**config.mk**
```make
export PLATFORM = sky130hd
export DESIGN_NAME = key_event_ctrl
export DESIGN_NICKNAME = d
export VERILOG_FILES = /design/src/rtl/key_event_ctrl.sv
export SDC_FILE = /design/constraint.sdc
export NUM_CORES = 1
export LEC_CHECK = 0
export CAP_MARGIN = 20
export CORE_MARGIN = 8
export CORE_UTILIZATION = 40
export DETAILED_ROUTE_END_ITERATION = 12
export HOLD_SLACK_MARGIN = 0.06
export PLACE_DENSITY = 0.65
export SETUP_SLACK_MARGIN = 0.3
export SYNTH_ARGS = -nofsm -noshare
export SYNTH_HDL_FRONTEND = slang
export SYNTH_SLANG_ARGS = --single-unit
```
**constraint.sdc**
```tcl
create_clock -name clk -period 5.4 [get_ports clk]
set_input_delay 1.08 -clock clk [delete_from_list [all_inputs] [get_ports clk]]
set_output_delay 1.08 -clock clk [all_outputs]
set_load 0.02 [all_outputs]
```
**src/rtl/key_event_ctrl.sv**
```systemverilog
// Four-key debouncer with a round-robin scanner that reports press, release and
// long-press events through a 4-entry event FIFO with a sticky overflow flag.
module key_event_ctrl #(
    parameter int TICK_DIV       = 100000,
    parameter int STABLE_SAMPLES = 4,
    parameter int LONG_TICKS     = 50
) (
    input  logic       clk,
    input  logic       rst,
    input  logic [3:0] keys_in,
    output logic [3:0] keys_db,
    output logic       ev_valid,
    input  logic       ev_ready,
    output logic [1:0] ev_key,
    output logic [1:0] ev_code,
    output logic       overflow,
    input  logic       clr_ovf
);
    localparam int N_KEYS     = 4;
    localparam int FIFO_DEPTH = 4;
    localparam int PW         = (TICK_DIV > 1) ? $clog2(TICK_DIV) : 1;

    typedef enum logic {IDLE = 1'b0, SCAN = 1'b1} state_t;

    state_t          state_reg;
    logic [1:0]      idx_reg;
    logic [PW-1:0]   presc_reg;
    logic            tick;
    logic            scan_active;

    logic [N_KEYS-1:0] sync_all;
    logic [3:0]        stab_all [N_KEYS];
    logic [7:0]        hold_all [N_KEYS];

    logic       cur_sync, cur_db, differ;
    logic [3:0] cur_stab, stab_inc, stab_next;
    logic [7:0] cur_hold, hold_next;
    logic       toggle, long_ev, push;
    logic [1:0] push_code;

    logic [3:0] fifo_mem [FIFO_DEPTH];
    logic [1:0] wr_ptr_reg, rd_ptr_reg;
    logic [2:0] count_reg;
    logic       ovf_reg;
    logic       pop, push_ok, drop;
    logic [3:0] head;

    // Sample-tick prescaler
    always_ff @(posedge clk) begin
        if (rst || presc_reg == PW'(TICK_DIV - 1))
            presc_reg <= '0;
        else
            presc_reg <= presc_reg + 1'b1;
    end
    assign tick = (presc_reg == PW'(TICK_DIV - 1));

    always_ff @(posedge clk) begin
        if (rst) begin
            state_reg <= IDLE;
            idx_reg   <= 2'd0;
        end else begin
            case (state_reg)
                IDLE: if (tick) begin
                    state_reg <= SCAN;
                    idx_reg   <= 2'd0;
                end
                SCAN: begin
                    idx_reg <= idx_reg + 2'd1;
                    if (idx_reg == 2'd3) state_reg <= IDLE;
                end
                default: state_reg <= IDLE;
            endcase
        end
    end
    assign scan_active = (state_reg == SCAN);

    genvar gi;
    generate
        for (gi = 0; gi < N_KEYS; gi++) begin : g_key
            logic       sync1_reg, sync2_reg, db_reg;
            logic [3:0] stab_reg;
            logic [7:0] hold_reg;

            always_ff @(posedge clk) begin
                if (rst) begin
                    sync1_reg <= 1'b0;
                    sync2_reg <= 1'b0;
                    db_reg    <= 1'b0;
                    stab_reg  <= 4'd0;
                    hold_reg  <= 8'd0;
                end else begin
                    sync1_reg <= keys_in[gi];
                    sync2_reg <= sync1_reg;
                    if (scan_active && idx_reg == 2'(gi)) begin
                        stab_reg <= stab_next;
                        hold_reg <= hold_next;
                        if (toggle) db_reg <= ~db_reg;
                    end
                end
            end

            assign sync_all[gi] = sync2_reg;
            assign keys_db[gi]  = db_reg;
            assign stab_all[gi] = stab_reg;
            assign hold_all[gi] = hold_reg;
        end
    endgenerate

    // Shared per-key update logic for whichever key is being scanned this cycle
    always_comb begin
        cur_sync  = sync_all[idx_reg];
        cur_db    = keys_db[idx_reg];
        cur_stab  = stab_all[idx_reg];
        cur_hold  = hold_all[idx_reg];
        differ    = cur_sync ^ cur_db;
        stab_inc  = cur_stab + 4'd1;
        toggle    = scan_active && differ && (stab_inc == 4'(STABLE_SAMPLES));
        stab_next = (differ && !toggle) ? stab_inc : 4'd0;
        hold_next = cur_hold;
        if (toggle || !cur_db)
            hold_next = 8'd0;
        else if (cur_hold < 8'(LONG_TICKS))
            hold_next = cur_hold + 8'd1;
        // The toggle event wins, so a long event can never share a scan with an edge event
        long_ev   = scan_active && cur_db && !toggle && (cur_hold == 8'(LONG_TICKS - 1));
        push      = toggle || long_ev;
        push_code = toggle ? {1'b0, cur_db} : 2'b10;
    end

    assign pop     = (count_reg != 3'd0) && ev_ready;
    assign push_ok = push && ((count_reg != 3'(FIFO_DEPTH)) || pop);
    assign drop    = push && !push_ok;

    always_ff @(posedge clk) begin
        if (push_ok) fifo_mem[wr_ptr_reg] <= {idx_reg, push_code};
    end

    always_ff @(posedge clk) begin
        if (rst) begin
            wr_ptr_reg <= 2'd0;
            rd_ptr_reg <= 2'd0;
            count_reg  <= 3'd0;
            ovf_reg    <= 1'b0;
        end else begin
            if (push_ok) wr_ptr_reg <= wr_ptr_reg + 2'd1;
            if (pop)     rd_ptr_reg <= rd_ptr_reg + 2'd1;
            count_reg <= count_reg + 3'(push_ok) - 3'(pop);
            if (drop)
                ovf_reg <= 1'b1;
            else if (clr_ovf)
                ovf_reg <= 1'b0;
        end
    end

    // Head is masked while empty so the outputs read zero after reset
    assign head     = fifo_mem[rd_ptr_reg];
    assign ev_valid = (count_reg != 3'd0);
    assign ev_key   = ev_valid ? head[3:2] : 2'd0;
    assign ev_code  = ev_valid ? head[1:0] : 2'd0;
    assign overflow = ovf_reg;
endmodule

```
==> reports/results.ini, run 1 <==
[worst_setup_path]
endpoint_kind = flop
cp-start-kind = flop
crit_type = flop to flop
r2r_end = count_reg[2]
r2r_start = idx_reg[0]
ff2ff_setup_slack_ns = 1.63
worstPathMaxFanout = 12
required_ns = 5.60
r2r_cells = 13
critPathArrivalTime_ns = 3.98

[worst_hold_path]
hold_class = flop to flop
hold_path_end = g_key[2].sync2_reg
hold_depth = 1
min_from = g_key[2].sync1_reg

[sta]
clock_skew_ns = 0.0118
slew_headroom = 0.388
timing.fmax_mhz = 265
hold_viol = 0
min_period_over_period = 0.699
final_max_slew_viol_count = 0
setup_ws_ns = 1.63
rsz0062_at_grt = no
fin_setup_tns_ns = 0
fin_crit_ns = 3.77
worst_pin_slew_ns = 0.918
finalSetupViolations = 0

[floorplan]
dieArea_sq_um = 15900
die_h_um = 126
row_count = 40
coreArea_sq_um = 11900
die_width_um = 126
start_util = 0.406
ios = 18

[routing]
wl_per_cell_um = 16.0
via_count = 3400
avgViaCountPerCell = 5.50
drtIter0Drc = 288
route.detailed.drc = 0
totalWireLength_um = 9910
first_pass_iters = 5
postRouteAntennaNets = 0

[place]
gp_congestion = 0.831
hpwl_um = 6800
placed_area_sq_um = 5060
place_ws_ns = 1.57
io_buffers = 17

[synth]
synth_fa_ha_area_frac = 0.0430
yosysWarningCount = 0
synth_area_sq_um = 4830
syn_area_per_cell_sq_um = 10.5
synth_edf_count = 16
synthSimpleGateAreaFrac = 0.162
yosysUniqueCellTypes = 54
ys.flop_type = dfxtp_1
postSynthNetCount = 483
muxShareOfSynthArea = 0.0976
ys_seq_elements = 106
synth_top_family_by_area = simple AND/OR/NAND/NOR gates
ys_seq_area_frac = 0.472
async_reset_ff_frac = 0
synth-compound-area-share = 0.132
synth-xor-area-share = 0.0469
synthCells = 459

[grt]
grt_max_degree = 53
grt_pass1_wl_um = 16800
grt_antenna_before_repair = 0
track_usage = 0.130
grt_overflow = 0
grt_pass1_vias = 3401

[finish]
largest_register_ff_count = 32
antenna_cells = 0
final_cell_mix = dfxtp_1, nand2_1, a21oi_1
nNetsFinal = 490
nFillCells = 1115
final_area_sq_um = 5370
postLayoutCoreUtil = 0.451
syn_to_final_growth_pct = 11.1
final_common_cell = dfxtp_1
drive_above_1_share = 0.0892

[power]
max-vdd-ir-drop_uv = 178
p_leak_nw = 1.89
cellPowerDensity_nw_per_um2 = 321

[clock_tree]
numCtsBuffers = 9
clkLatencyLatePin_ns = 0.35
cts_tree = built
htreeDepth = 3
cts_setup_buffers = 0
cts_resized = 0
cts_root_buf = clkbuf_16
hold_buffers = 0
cts.sinks = 106
clkTransAtPathRegs_ns = 0.07
cts_max_path_buffers = 2

[run_status]
status = finished clean

[flow_run]
cap_violations = 0

-- how the worst max path moves through the flow --
stage	from	to	slack [ns]	cells after the start
floorplan	idx_reg[0]	count_reg[2]	2.04	16
global placement	idx_reg[0]	count_reg[2]	1.68	13
detailed placement	idx_reg[0]	count_reg[2]	1.57	13
CTS	idx_reg[0]	count_reg[2]	1.56	13
global route	idx_reg[0]	count_reg[2]	1.23	13
finish	idx_reg[0]	count_reg[2]	1.63	13
-- layout make-up --
type,count,area (sq um),area share
Multi-Input combinational cell,308,2320,0.433
Sequential cell,106,2280,0.425
Clock buffer,12,258,0.0480
Timing Repair Buffer,21,195,0.0363
Tap cell,147,184,0.0342
Inverter,20,75.1,0.0140
Clock inverter,4,51.3,0.00955
-- synthesized netlist by cell type (5+ instances only) --
master | instances | share of area
edfxtp_1 | 16 | 0.099
xor2_1 | 14 | 0.025
nand4_1 | 10 | 0.013
mux4_2 | 14 | 0.065
a22o_1 | 20 | 0.036
o2111ai_1 | 8 | 0.014
or3_1 | 5 | 0.0065
clkbuf_1 | 12 | 0.0093
o21ai_0 | 18 | 0.019
nor2b_1 | 12 | 0.016
xnor2_1 | 10 | 0.018
nand3_1 | 10 | 0.010
inv_1 | 19 | 0.015
a21oi_1 | 30 | 0.031
nand2_1 | 42 | 0.033
buf_4 | 6 | 0.0093
o211ai_1 | 5 | 0.0078
nor2_1 | 29 | 0.023
ha_1 | 15 | 0.039
dfxtp_1 | 90 | 0.37
and2_1 | 12 | 0.016
-- worst max-delay path, stage by stage, from the launching register on --
cell and delay, ns:
dfxtp_1 0.65, buf_4 0.33, mux4_2 0.57, ha_1 0.24
xor2_1 0.23, nand4_1 0.14, o22ai_2 0.30, inv_1 0.08
ha_1 0.28, inv_1 0.04, ha_1 0.18, fa_1 0.37
xnor2_1 0.16, nor2_1 0.05
-- metrics by stage --
stage / power, W / hold WS, ns / std cells
after floorplan: 0.000997 / 0.414 / 459
after global placement: 0.00107 / 0.419 / 602
after detailed placement: 0.00108 / 0.423 / 602
after CTS: 0.00175 / 0.439 / 618
after global routing: 0.00180 / 0.465 / 618
final: 0.00172 / 0.436 / 618
-- cell families (layout without fill, tap and decap cells) --
kind of cell | Yosys count | count (layout)
buffers and inverters | 45 | 57
xor gates and xnor gates | 25 | 25
adders and majority gates | 16 | 16
DFF | 106 | 106
AOI/OAI and AO/OA | 94 | 94
muxes | 24 | 24
and+or+nand+nor | 149 | 149
-- power breakdown --
group | internal, W | switching [W]
clock network | 0.000388 | 0.000282
registers | 0.000821 | 0.0000244
logic | 0.000111 | 0.0000982
-- metal layers --
| metal | vias to the layer above | routed length, um | GRT usage |
|---|---|---|---|
| li1 | 1664 | - | - |
| met1 | 1648 | 4420 | 0.156 |
| met2 | 79 | 4860 | 0.219 |
| met3 | 9 | 508 | 0.0367 |
| met4 | 0 | 112 | 0.0446 |
| met5 | - | 0 | 0 |
No activity file was read; power rests on OpenSTA's default activity.
==> run 2, diff against run 1 <==
--- a/config.mk
+++ b/config.mk
@@ -10,7 +10,7 @@
 export CORE_UTILIZATION = 40
 export DETAILED_ROUTE_END_ITERATION = 12
 export HOLD_SLACK_MARGIN = 0.06
-export PLACE_DENSITY = 0.65
+export PLACE_DENSITY = 0.67
 export SETUP_SLACK_MARGIN = 0.3
 export SYNTH_ARGS = -nofsm -noshare
 export SYNTH_HDL_FRONTEND = slang
==> constraint.sdc (replaced) <==
create_clock -name clk -period 3 [get_ports clk]
set_input_delay 0.6 -clock clk [delete_from_list [all_inputs] [get_ports clk]]
set_output_delay 0.6 -clock clk [all_outputs]
set_load 0.02 [all_outputs]
==> run 2 against run 1 <==
  * The run now ends with setup timing left
  * Core utilization rose by 1.9 points
  * Total power rose by 77%
  * Clock skew fell by 0.0020 ns
  * Combinational power rose by 100%
==> reports/results.ini, run 2 (same netlist as run 1, synthesis figures left out) <==
[run_status]
status = finished, violations left
violations = setup timing

[clock_tree]
htreeDepth = 3  ; unchanged
hold_buffers = 0  ; unchanged
clkLatencyLatePin_ns = 0.35  ; about the same
cts_tree = built
clkTransAtPathRegs_ns = 0.07  ; about the same
cts_max_path_buffers = 2  ; unchanged
numCtsBuffers = 9  ; unchanged
cts_setup_buffers = 0  ; unchanged
cts_root_buf = clkbuf_16
cts.sinks = 106  ; unchanged

[floorplan]
start_util = 0.406  ; unchanged
die_h_um = 126  ; unchanged
coreArea_sq_um = 11900  ; unchanged
row_count = 40  ; unchanged
ios = 18  ; unchanged
die_width_um = 126  ; unchanged
dieArea_sq_um = 15900  ; unchanged

[worst_setup_path]
r2r_cells = 14  ; +1
cpMaxStageDelayCell = mux4_2
critical-path-top-delay-family = adder cells
endpoint_kind = flop
critPathArrivalTime_ns = 3.28  ; -0.70 ns
crit_buf_inv = 3  ; unchanged
crit_type = flop to flop
ff2ff_setup_slack_ns = -0.05  ; -1.67 ns
required_ns = 3.23  ; -2.37 ns
path_cells = mux4_2, inv_2, ha_4, nand2_2, nor4b_2, nand4_1, o22ai_2, inv_2, ha_4, inv_2, ha_4, fa_2, xnor2_2, nor2_1
r2r_start = idx_reg[0]
slowest_delay_ns = 0.52  ; -0.13 ns
cp-start-kind = flop
r2r_end = count_reg[2]
worstPathMaxFanout = 4  ; -8

[sta]
rsz0062_at_grt = yes
fin_crit_ns = 3.05  ; -0.726 ns
final_max_slew_viol_count = 0  ; unchanged
setup_ws_ns = -0.0461  ; -1.67 ns
hold_ws_ns = 0.443  ; +0.00708 ns
timing.fmax_mhz = 328  ; +24%
hold_viol = 0  ; unchanged
min_period_over_period = 1.02  ; +0.317
worst_pin_slew_ns = 0.886  ; -0.0321 ns
clock_skew_ns = 0.00980  ; -0.00198 ns
finalSetupViolations = 2  ; +2
slew_headroom = 0.410  ; +0.0214

[grt]
track_usage = 0.135  ; +0.00438
grt_pass1_wl_um = 17500  ; +4.2%
grt_pass1_vias = 3543  ; +4.2%
grt_overflow = 0  ; unchanged
grt_max_degree = 31  ; -42%
grt_antenna_before_repair = 0  ; unchanged

[flow_run]
cap_violations = 0  ; unchanged

[routing]
route.detailed.drc = 0  ; unchanged
postRouteAntennaNets = 0  ; unchanged
avgViaCountPerCell = 5.46  ; -0.71%
via_count = 3496  ; +2.8%
first_pass_iters = 4  ; -1
drtIter0Drc = 234  ; -19%
wl_per_cell_um = 16.2  ; +1.0%
totalWireLength_um = 10400  ; +4.6%

[worst_hold_path]
hold_depth = 1  ; unchanged
min_from = g_key[0].sync1_reg
hold_path_end = g_key[0].sync2_reg
hold_class = flop to flop

[power]
cellPowerDensity_nw_per_um2 = 545  ; +70%
max-vdd-ir-drop_uv = 268  ; +50%
p_leak_nw = 2.00  ; +5.9%

[place]
dp_cells = 624  ; +3.7%
hpwl_um = 7280  ; +7.1%
gp_congestion = 0.891  ; +7.3%
io_buffers = 17  ; unchanged

[finish]
final_common_cell = dfxtp_1
syn_to_final_growth_pct = 15.9
register_area_sq_um = 2290  ; +0.22%
final_cell_mix = dfxtp_1, nand2_1, a21oi_1
nFillCells = 1098  ; -1.5%
largest_register_ff_count = 32  ; unchanged
layout.cells.non_filler = 640  ; +3.6%
drive_above_1_share = 0.168  ; +0.0792
antenna_cells = 0  ; unchanged
nNetsFinal = 512  ; +4.5%
multiInputGateArea_sq_um = 2390  ; +2.9%

## run 2: metal layers
metal	track usage	up-vias	share of wire
met1	0.166	1695	0.45
li1	-	1718	-
met2	0.222	71	0.48
met3	0.0283	12	0.046
met4	0.0594	0	0.015
met5	0	-	0
## run 2: cell type report
type / count / area share
repair buffers: 43 / 0.0688
inverters: 20 / 0.0134
multi-input cells: 308 / 0.427
clock buffers: 9 / 0.0402
clock inverters: 7 / 0.00938
flip-flops and latches: 106 / 0.408
well taps: 147 / 0.0328
## run 2: power by group
part	switching (W)	internal, W
registers	0.0000456	0.00148
clock network	0.000540	0.000569
logic	0.000195	0.000225
## run 2: worst max path at each step
stage,slack [ns],start,cells after the start,to
finish,-0.05,idx_reg[0],14,count_reg[2]
global route,-0.26,idx_reg[0],14,count_reg[2]
CTS,-0.07,idx_reg[0],14,count_reg[2]
detailed placement,-0.08,idx_reg[0],14,count_reg[2]
global placement,-0.004,ev_ready,10,count_reg[1]
floorplan,-0.23,idx_reg[0],16,count_reg[2]
## run 2: metrics by stage
step	TNS, ns	worst slack, ns	utilization	instance area (sq um)	power, W
6_report	-0.0811	-0.0461	0.470	5600	0.00305
4_1_cts	-0.112	-0.0656	0.468	5580	0.00307
3_3_place_gp	-0.00674	-0.00437	0.443	5280	0.00194
3_5_place_dp	-0.147	-0.0830	0.443	5280	0.00195
5_1_grt	-0.466	-0.255	0.470	5600	0.00318
2_1_floorplan	-0.446	-0.227	-	4860	0.00179
## run 2: timing repair
action	in CTS	in global routing
resized for setup	5	8
pin swaps	2	3
endpoints found under the setup margin	5	23
